[src/rtl/fir_axi_pkg.sv]
// Shared types and constants for the AXI4-Lite port into the FIR sample memory.
`timescale 1ns/1ps
package fir_axi_pkg;

  localparam logic [1:0] RespOkay   = 2'b00;
  localparam logic [1:0] RespSlverr = 2'b10;

  localparam int unsigned DefAddrW = 13;
  localparam int unsigned DefDataW = 16;

  typedef enum logic [2:0] {
    StIdle,
    StWrReq,
    StWrResp,
    StRdReq,
    StRdWait,
    StRdResp
  } state_e;

endpackage

[src/rtl/axi_sample_port.sv]
// AXI4-Lite responder turning host reads/writes into single-word sample-memory accesses
// arbitrated by the FIR control FSM through mem_req/mem_gnt.
`timescale 1ns/1ps
module axi_sample_port
  import fir_axi_pkg::*;
#(
  parameter int unsigned ADDR_W = DefAddrW,
  parameter int unsigned DATA_W = DefDataW,
  parameter int unsigned DEPTH  = 8192,
  parameter int unsigned AXI_AW = 16
) (
  input  logic              clk,
  input  logic              rst_n,
  input  logic [AXI_AW-1:0] s_awaddr,
  input  logic              s_awvalid,
  output logic              s_awready,
  input  logic [31:0]       s_wdata,
  input  logic [3:0]        s_wstrb,
  input  logic              s_wvalid,
  output logic              s_wready,
  output logic [1:0]        s_bresp,
  output logic              s_bvalid,
  input  logic              s_bready,
  input  logic [AXI_AW-1:0] s_araddr,
  input  logic              s_arvalid,
  output logic              s_arready,
  output logic [31:0]       s_rdata,
  output logic [1:0]        s_rresp,
  output logic              s_rvalid,
  input  logic              s_rready,
  output logic              mem_req,
  input  logic              mem_gnt,
  output logic [ADDR_W-1:0] a_address,
  output logic [DATA_W-1:0] mem_wdata,
  output logic              mem_we,
  input  logic [DATA_W-1:0] mem_rdata
);

  state_e state_q, state_d;
  logic   rd_prio_q;  // 1: read wins the next collision
  logic   oor_q;
  logic   [ADDR_W-1:0] addr_q;
  logic   [DATA_W-1:0] wdata_q;
  logic   [31:0]       rdata_q;
  logic   [1:0]        bresp_q, rresp_q;

  logic wr_cand, rd_cand, take_wr, take_rd;

  function automatic logic out_of_range(input logic [AXI_AW-1:0] byte_addr);
    return 32'(byte_addr[AXI_AW-1:2]) >= DEPTH;
  endfunction

  logic unused_bits;
  assign unused_bits = ^{s_wstrb, s_wdata[31:DATA_W], s_awaddr[1:0], s_araddr[1:0]};

  assign wr_cand = s_awvalid & s_wvalid;
  assign rd_cand = s_arvalid;
  assign take_wr = (state_q == StIdle) & wr_cand & (~rd_cand | ~rd_prio_q);
  assign take_rd = (state_q == StIdle) & rd_cand & (~wr_cand | rd_prio_q);

  // State register
  always_ff @(posedge clk or negedge rst_n) begin
    if (!rst_n) state_q <= StIdle;
    else        state_q <= state_d;
  end

  // Next-state logic
  always_comb begin
    state_d = state_q;
    unique case (state_q)
      StIdle: begin
        if (take_wr)      state_d = StWrReq;
        else if (take_rd) state_d = StRdReq;
      end
      StWrReq:  if (oor_q || mem_gnt) state_d = StWrResp;
      StWrResp: if (s_bready) state_d = StIdle;
      StRdReq: begin
        if (oor_q)        state_d = StRdResp;
        else if (mem_gnt) state_d = StRdWait;
      end
      StRdWait: state_d = StRdResp;
      StRdResp: if (s_rready) state_d = StIdle;
      default:  state_d = StIdle;
    endcase
  end

  // Outputs
  always_comb begin
    s_awready = take_wr;
    s_wready  = take_wr;
    s_arready = take_rd;
    s_bvalid  = (state_q == StWrResp);
    s_rvalid  = (state_q == StRdResp);
    mem_req   = ((state_q == StWrReq) || (state_q == StRdReq)) && !oor_q;
    mem_we    = (state_q == StWrReq) && !oor_q && mem_gnt;
  end

  // Datapath: latched address/data, arbitration pointer and responses
  always_ff @(posedge clk or negedge rst_n) begin
    if (!rst_n) begin
      rd_prio_q <= 1'b0;
      oor_q     <= 1'b0;
      addr_q    <= '0;
      wdata_q   <= '0;
      rdata_q   <= '0;
      bresp_q   <= RespOkay;
      rresp_q   <= RespOkay;
    end else begin
      if (take_wr) begin
        addr_q    <= s_awaddr[ADDR_W+1:2];
        wdata_q   <= s_wdata[DATA_W-1:0];
        oor_q     <= out_of_range(s_awaddr);
        rd_prio_q <= 1'b1;
      end else if (take_rd) begin
        addr_q    <= s_araddr[ADDR_W+1:2];
        oor_q     <= out_of_range(s_araddr);
        rd_prio_q <= 1'b0;
      end
      if (state_q == StWrReq && (oor_q || mem_gnt)) begin
        bresp_q <= oor_q ? RespSlverr : RespOkay;
      end
      if (state_q == StRdReq && oor_q) begin
        rdata_q <= '0;
        rresp_q <= RespSlverr;
      end
      if (state_q == StRdWait) begin
        rdata_q <= 32'(mem_rdata);
        rresp_q <= RespOkay;
      end
    end
  end

  assign a_address = addr_q;
  assign mem_wdata = wdata_q;
  assign s_rdata   = rdata_q;
  assign s_bresp   = bresp_q;
  assign s_rresp   = rresp_q;

endmodule

[config.mk]
export PLATFORM = sky130hd
export DESIGN_NAME = axi_sample_port
export DESIGN_NICKNAME = d
export VERILOG_FILES = /design/src/rtl/fir_axi_pkg.sv /design/src/rtl/axi_sample_port.sv
export SDC_FILE = /design/constraint.sdc
export NUM_CORES = 1
export LEC_CHECK = 0
export BUFFER_PORTS_ARGS = -buffer_cell sky130_fd_sc_hd__buf_2
export CAP_MARGIN = 25
export CORE_MARGIN = 3
export CORE_UTILIZATION = 45
export DETAILED_ROUTE_END_ITERATION = 7
export GPL_TIMING_DRIVEN = 0
export PLACE_DENSITY = 0.86
export REMOVE_ABC_BUFFERS = 1
export SLEW_MARGIN = 20
export SYNTH_ARGS = -nofsm -noshare
export SYNTH_HDL_FRONTEND = slang
export SYNTH_SLANG_ARGS = --single-unit
[constraint.sdc]
create_clock -name clk -period 2.55 [get_ports clk]
set_input_delay 0.1275 -clock clk [delete_from_list [all_inputs] [get_ports clk]]
set_output_delay 0.1275 -clock clk [all_outputs]
set_load 0.02 [all_outputs]
# Word-level counts from Yosys, hierarchy flattened
# Index checks and enable logic that the tools add are counted.
# word_totals
wordCells	61
inputBits	92
out_inout_bits	72
ff_bits	70
# classes
n_mux	19
bitwise	10
n_eq_ne	10
n_lt_le_gt_ge	2
n_reduce_logical	12
# ops
cell	n
$mux 32	2
$ge 14x14->1 const B	2
$mux 13	2
$mux 3	7
$pmux 3 s6	1
$eq 3x2->1 const B	2
$eq 3x3->1 const B	2
$mux 2	3
$ne 3x3->1 const B	2
$and 1x1->1	5
$logic_and 1x1->1	5
$reduce_and 5->1	1
$mux 1	4
$ne 2x1->1 const B	2
$reduce_bool 2->1	2
$eq 3x1->1 const B	1
$logic_not 3->1	1
$not 1->1	3
$logic_or 1x1->1	2
$ne 2x2->1 const B	1
$or 1x1->1	2
$logic_not 1->1	1

# Logic depth before layout (Yosys ltp)
# Gate-level depths: netlist of the first run.
# depth
ltp_word	7
ltp_mapped	6
mapped_depth_nobuf	3

# Worst setup path before layout of the first run
# No wires, ideal clock.
# synth_timing
path_type	reg2reg
from	register state_q[2]
to	register wdata_q[10] (netlist: mem_wdata[10])
path_stages_with_launch	6
setup_time_ps	125
required_time_ps	2425
path_buffers	2
t_arrival_ps	1508
setup_slack_ps	917
path_cell_list	dfrtp_1 > nor3_4 > and3_1 > buf_6 > buf_12 > mux2_4
# synth_between
elab_chain_cells	3
# synth_rtl
element	line	rtl
start, declared	axi_sample_port.sv:39	state_e state_q, state_d;
start signal, assigned	axi_sample_port.sv:63	if (!rst_n) state_q <= StIdle;
start signal, assigned	axi_sample_port.sv:64	else state_q <= state_d;
$logic_not 3->1	axi_sample_port.sv:58	assign take_wr = (state_q == StIdle) & wr_cand & (~rd_cand | ~rd_prio_q);
$and 1x1->1 (2 in a row)	axi_sample_port.sv:58	
named net s_awready	axi_sample_port.sv:16	output logic s_awready,
end signal, assigned	axi_sample_port.sv:111	wdata_q <= s_wdata[DATA_W-1:0];
end, declared	axi_sample_port.sv:43	logic [DATA_W-1:0] wdata_q;
# The timed path passes the listed nets, and every way through them passes these cells.
# A chain may end at the register's enable or synchronous reset.

# Worst setup path after layout of the first run
# layout_timing
from	register state_q[1]
to	output port s_awready
# layout_between
elab_chain_cells	3
# layout_rtl
element	line
$logic_not 3->1	axi_sample_port.sv:58
$and 1x1->1 (2 in a row)	axi_sample_port.sv:58
end, declared	axi_sample_port.sv:16
# Every way passes these cells.

==> results.yml, run 1 <==
run_status:
  status: "complete, no violations"
clock_tree:
  clockRootBuffer: "clkbuf_8"
  h-tree-depth: 2
  cts_sinks: 52
  post_cts_buffers: 0
  clock_path_buffers: 2
  clk_pin_slew_worst_paths_ns: 0.09
  clkLatencyLatePin_ns: 0.29
  cts_tree: "done"
  numCtsBuffers: 5
yosys:
  synth_adder_area_share_pct: 0
  synth_top_family_by_area: "compound AO/OA/AOI/OAI gates"
  ys.warnings.count: 0
  yosys.area_share.simple_pct: 8.41
  synthMuxAreaShare_pct: 8.62
  ys_types: 30
  syn_avg_cell_area_um2: 11.3
  synth_compound_area_share_pct: 19.3
  synthXorXnorAreaFrac_pct: 0.359
  ys_ff_latch: 52
  netlist_instances: 216
  synth_seq_area_share_pct: 53.4
  mappedNetlistArea_mm2: 0.00244
global_route:
  antenna_found_initial: 0
  grt_pass1_vias: 2003
  grt_max_degree: 31
  grt_pass1_wl_mm: 9.59
  track_usage_pct: 19.1
  grt_overflow: 0
final_layout:
  layout.nets: 421
  final_cell_mix: "buf_2 (121), dfrtp_1 (52), o21ai_0 (18), conb_1 (18)"
  syn2layout_area_growth_pct: 27.2
  fill_cells: 432
  area.sequential_mm2: 0.00130
  drive_gt1_share_pct: 45.5
  final_common_cell: "buf_2"
  diodes: 0
  multiInputGateArea_um2: 968
routing:
  viasPerCell: 5.28
  drt_pass1_iterations: 4
  wl_per_cell_um: 14.8
  vias: 2111
  final_antenna_net_count: 0
  drtIter0Drc: 101
  drt_wl_total_mm: 5.91
  drcViolationCount: 0
worst_setup_path:
  cp_slowest_stage_delay_ns: 0.59
  cp_cell_sequence: "nor3_4 > and3_4 > buf_2"
  start_kind: "flip-flop"
  cp_max_fo: 19
  cpMaxStageDelayCell: "dfrtp_1"
  crit_path_end_kind: "output pin"
  path_class: "flip-flop to output pin"
  rr_worst_depth: 3
  worst_ep_arrival_time_ns: 2.24
  required_ns: 2.42
placed_design:
  io_buffers: 121
  place_ws_ns: -0.0955
  dp_hpwl_mm: 4.45
  gp_congestion: 0.752
floorplanning:
  die_area_mm2: 0.00634
  ios: 164
  floorplan.initialDensity_pct: 47.1
  fp.dieW_um: 79.6
  die_height_um: 79.6
  core_region_area_mm2: 0.00517
  fp-row-count: 26
pwr:
  internal-power_mw: 2.11
  power.leakage_nw: 1.57
  ir_drop_mv: 0.512
  switching_power_mw: 1.57
  swShare_pct: 42.7
  seqPwrFrac_pct: 39.8
  clock_power_share_pct: 13.0
  power.density_mw_per_mm2: 1190
  p_comb_share_pct: 47.3
sta:
  finalHoldViolations: 0
  fin_ws_ns: 0.186
  final.setup_skew_ns: 0.00536
  worst_pin_slew_ns: 0.755
  setup_viol: 0
  slew_headroom_pct: 49.5
  whs_ns: 0.0568
  fin_crit_ns: 2.36
  rsz0062_at_grt: "false"
  slew_viol_final: 0
  max_freq_mhz: 423
  post-route-period-util_pct: 92.7
  setup_tns_ns: 0
job:
  maxCapViolations: 0
min_path:
  hold_depth: 2
  hp-class: "input port to flip-flop"
-- worst max-delay path, delay by kind of cell (launching register included) --
family	cells	cell delay [ns]
simple gates	2	1.11
flops	1	0.59
buf+inv	1	0.23
-- cells in the mapped netlist --
master,count,area (um^2)
a21o_1,2,15.0
a21oi_1,17,85.1
a221oi_1,1,8.76
a22o_1,17,149
a31oi_1,15,93.8
a31oi_2,1,12.5
and2_0,1,6.26
and2_1,3,18.8
and3_1,2,12.5
buf_12,1,20.0
buf_2,3,15.0
buf_4,19,143
buf_6,1,11.3
clkbuf_1,10,37.5
conb_1,1,3.75
dfrtp_1,52,1300
inv_1,3,11.3
mux2_2,8,90.1
mux2_4,8,120
nand2_1,5,18.8
nand3_1,14,70.1
nor2_1,5,18.8
nor2b_1,2,12.5
nor3_1,1,5.00
nor3_4,1,16.3
nor3b_1,1,7.51
nor3b_4,1,18.8
o21ai_0,18,90.1
o32ai_1,2,17.5
xor2_1,1,8.76
-- repair_timing --
item,4_1_cts,5_1_grt
hold endpoints to repair,22,0
endpoints found under the setup margin,18,0
resized for setup,2,0
hold buffers,1,0
-- per-layer routing --
metal / vias to the layer above / GRT usage [%] / part of all wire [%]
met5: - / 0 / 0
met3: 7 / 4.74 / 11
met4: 0 / 5.50 / 0.83
li1: 983 / - / -
met1: 999 / 23.7 / 40
met2: 122 / 32.9 / 48
-- logic make-up after synthesis --
group	after synthesis
other	1
multiplexers	16
AO/OA/AOI/OAI	73
AND/OR/NAND/NOR	36
buffers and inverters	37
flip-flops	52
XOR/XNOR	1
-- state kept, by name, summed over array words and instances, names as in the netlist --
name	cells
mem_wdata	16
s_rdata	16
a_address	13
state_q	3
oor_q	1
rd_prio_q	1
s_bresp	1
s_rresp	1
-- final timing paths --
check / from / end / slack [ns]
hold / removal: mem_rdata[8] / s_rdata[8] / 0.06
setup reg to reg: state_q[1] / mem_wdata[5] / 0.34
min in group asynchronous: rst_n / s_rdata[15] / 0.35
hold reg to reg: s_rdata[1] / s_rdata[1] / 0.50
max in group asynchronous: rst_n / a_address[11] / 1.67
setup / recovery: state_q[1] / s_awready / 0.19
-- power by group through the flow --
stage	registers, mW	logic (mW)	clock network [mW]
2_1_floorplan	1.86	0.740	0
3_3_place_gp	1.45	1.70	0
3_5_place_dp	1.48	1.75	0
4_1_cts	1.47	1.76	0.494
5_1_grt	1.53	1.89	0.525
6_report	1.46	1.74	0.477
-- metrics by stage --
stage               cells  total power, mW  utilization, %  area, um^2
global route          400             3.94            60.0        3100
CTS                   400             3.72            60.0        3100
global placement      390             3.16            57.4        2970
detailed placement    391             3.23            57.8        2990
finish                400             3.68            60.0        3100
floorplan             199             2.60               -        2280
-- cell type report --
cell class | instances | share of cell area [%]
Clock buffer | 6 | 2.66
Clock inverter | 2 | 0.484
Inverter | 3 | 0.363
Multi-Input combinational cell | 144 | 31.2
Sequential cell | 52 | 42.0
Tap cell | 70 | 2.82
Timing Repair Buffer | 123 | 20.5
(Power assumes the default switching activity.)
==> run 2, diff against run 1 <==
--- a/config.mk
+++ b/config.mk
@@ -7,11 +7,13 @@
 export LEC_CHECK = 0
 export BUFFER_PORTS_ARGS = -buffer_cell sky130_fd_sc_hd__buf_2
 export CAP_MARGIN = 25
+export CELL_PAD_IN_SITES_DETAIL_PLACEMENT = 1
+export CELL_PAD_IN_SITES_GLOBAL_PLACEMENT = 1
 export CORE_MARGIN = 3
-export CORE_UTILIZATION = 45
+export CORE_UTILIZATION = 32
 export DETAILED_ROUTE_END_ITERATION = 7
 export GPL_TIMING_DRIVEN = 0
-export PLACE_DENSITY = 0.86
+export PLACE_DENSITY_LB_ADDON = 0.1
 export REMOVE_ABC_BUFFERS = 1
 export SLEW_MARGIN = 20
 export SYNTH_ARGS = -nofsm -noshare
==> run 2 against run 1 <==
- clock skew rose by 0.0017 ns
- total power rose by 1.6%
- flip-flop and latch count stayed put
- via count down 1.3%
- non-clock buffer count up 1
- core utilization fell by 17 points
- worst setup slack improved by 0.18 ns
- maximum frequency grew 8.3%
- critical path type unchanged
==> results.yml, run 2 (synthesis gave the netlist of run 1 again) <==
pwr:
  power.density_mw_per_mm2: 1200
  seqPwrFrac_pct: 39.2
  power.leakage_nw: 1.58
  switching_power_mw: 1.61
  swShare_pct: 43.0
  clock_power_share_pct: 13.1
  p_comb_share_pct: 47.7
  internal-power_mw: 2.13
  ir_drop_mv: 0.349
final_layout:
  fin_area_mm2: 0.00313
  syn2layout_area_growth_pct: 28.3
  final_cell_mix: "buf_2 (120), dfrtp_1 (52), o21ai_0 (18), conb_1 (18)"
  drive_gt1_share_pct: 45.3
  diodes: 0
  final_common_cell: "buf_2"
  layout.nets: 422
sta:
  slew_viol_final: 0
  worst_pin_slew_ns: 0.821
  fin_crit_ns: 2.18
  finalHoldViolations: 0
  rsz0062_at_grt: "false"
  final.setup_skew_ns: 0.00709
  slew_headroom_pct: 45.2
  post-route-period-util_pct: 85.6
  max_freq_mhz: 458
  setup_tns_ns: 0
  setup_viol: 0
placed_design:
  gp_congestion: 0.687
  place_area_mm2: 0.00301
  dp_hpwl_mm: 4.84
  io_buffers: 121
floorplanning:
  fp-row-count: 31
  fp.dieW_um: 93.3
  ios: 164
  floorplan.initialDensity_pct: 33.3
  die_area_mm2: 0.00870
  die_height_um: 93.3
  core_region_area_mm2: 0.00733
routing:
  vias: 2084
  drtIter0Drc: 64
  drt_pass1_iterations: 4
  final_antenna_net_count: 0
  drcViolationCount: 0
  drt_wl_total_mm: 6.88
  viasPerCell: 4.85
  wl_per_cell_um: 16.0
worst_setup_path:
  path_class: "flip-flop to output pin"
  required_ns: 2.42
  crit_path_end_kind: "output pin"
  start_kind: "flip-flop"
  worst_ep_arrival_time_ns: 2.06
  cp_max_fo: 19
run_status:
  status: "complete, no violations"
global_route:
  grt_busiest_layer: "met2"
  antenna_found_initial: 0
  met3_usage_pct: 4.34
  track_usage_pct: 16.0
  grt_max_degree: 53
  use_met1_pct: 19.8
  grt_overflow: 0
  grtUsageMet2_pct: 27.6
  grt_pass1_wl_mm: 11.1
  grt_pass1_vias: 2142
min_path:
  hp-class: "input port to flip-flop"
clock_tree:
  clock_path_buffers: 2
  clkLatencyLatePin_ns: 0.30
  clk_pin_slew_worst_paths_ns: 0.09
  numCtsBuffers: 5
  cts_tree: "done"
  clockRootBuffer: "clkbuf_8"
  h-tree-depth: 2
  cts_sinks: 52
job:
  maxCapViolations: 0
-- run 2: cell types whose count changed in the layout (fill, tap and decap cells not counted), sizes merged --
cell      change
buf           +1
clkinvlp      -1
clkbuf        +1
-- run 2: path summary, 6_finish.rpt --
| path | from | to | slack [ns] | cells past startpoint |
|---|---|---|---|---|
| setup / recovery | rd_prio_q | s_wready | 0.37 | 3 |
| hold / removal | mem_rdata[10] | s_rdata[10] | 0.05 | 2 |
| setup reg to reg | state_q[1] | a_address[3] | 0.48 | 4 |
| hold reg to reg | s_rdata[2] | s_rdata[2] | 0.50 | 1 |
| max in group asynchronous | rst_n | mem_wdata[10] | 1.71 | 2 |
| min in group asynchronous | rst_n | s_rdata[13] | 0.40 | 2 |
-- run 2: layer usage --
metal  part of all wire (%)  vias up
met5                      0        -
met4                   0.93        0
met3                    7.8        5
met2                     49       84
met1                     42     1021
li1                       -      974
-- run 2: timing repair --
item / CTS / global route
setup buffers: 2 / 0
gates resized for setup: 1 / 0
hold buffers: 1 / 0
hold endpoints to repair: 52 / 0
endpoints found under the setup margin: 18 / 0
-- run 2: critical path, stage by stage (launching register included) --
cell and delay (ns):
dfrtp_1 0.43, nand2_1 0.43, and3_2 0.62, buf_2 0.26
-- run 2: power groups by stage --
| stage | combinational (mW) | sequential [mW] | clock [mW] |
|---|---|---|---|
| finish | 1.78 | 1.46 | 0.490 |
| global route | 1.95 | 1.53 | 0.557 |
| CTS | 1.82 | 1.47 | 0.519 |
| detailed placement | 1.78 | 1.48 | 0 |
| global placement | 1.77 | 1.46 | 0 |
| floorplan | 0.740 | 1.86 | 0 |
-- run 2: metrics by stage --
| step | util (%) | cells | hold WS [ns] | total power, mW | setup slack [ns] |
|---|---|---|---|---|---|
| 3_5_place_dp | 41.0 | 419 | 0.222 | 3.26 | -0.177 |
| 5_1_grt | 42.7 | 430 | 0.0291 | 4.03 | 0.183 |
| 4_1_cts | 42.7 | 430 | 0.0386 | 3.81 | 0.302 |
| 3_3_place_gp | 41.0 | 419 | 0.360 | 3.23 | -0.196 |
| 2_1_floorplan | - | 199 | -0.168 | 2.60 | 0.131 |
| 6_report | 42.7 | 430 | 0.0518 | 3.74 | 0.367 |
-- run 2: area by class of cell --
class / count / area (um^2)
fillers: 873 / 4200
clock inverters: 1 / 7.51
well taps: 99 / 124
repair buffers: 124 / 633
clock buffers: 7 / 86.3
flip-flops and latches: 52 / 1300
inverters: 3 / 11.3
multi-input cells: 144 / 965
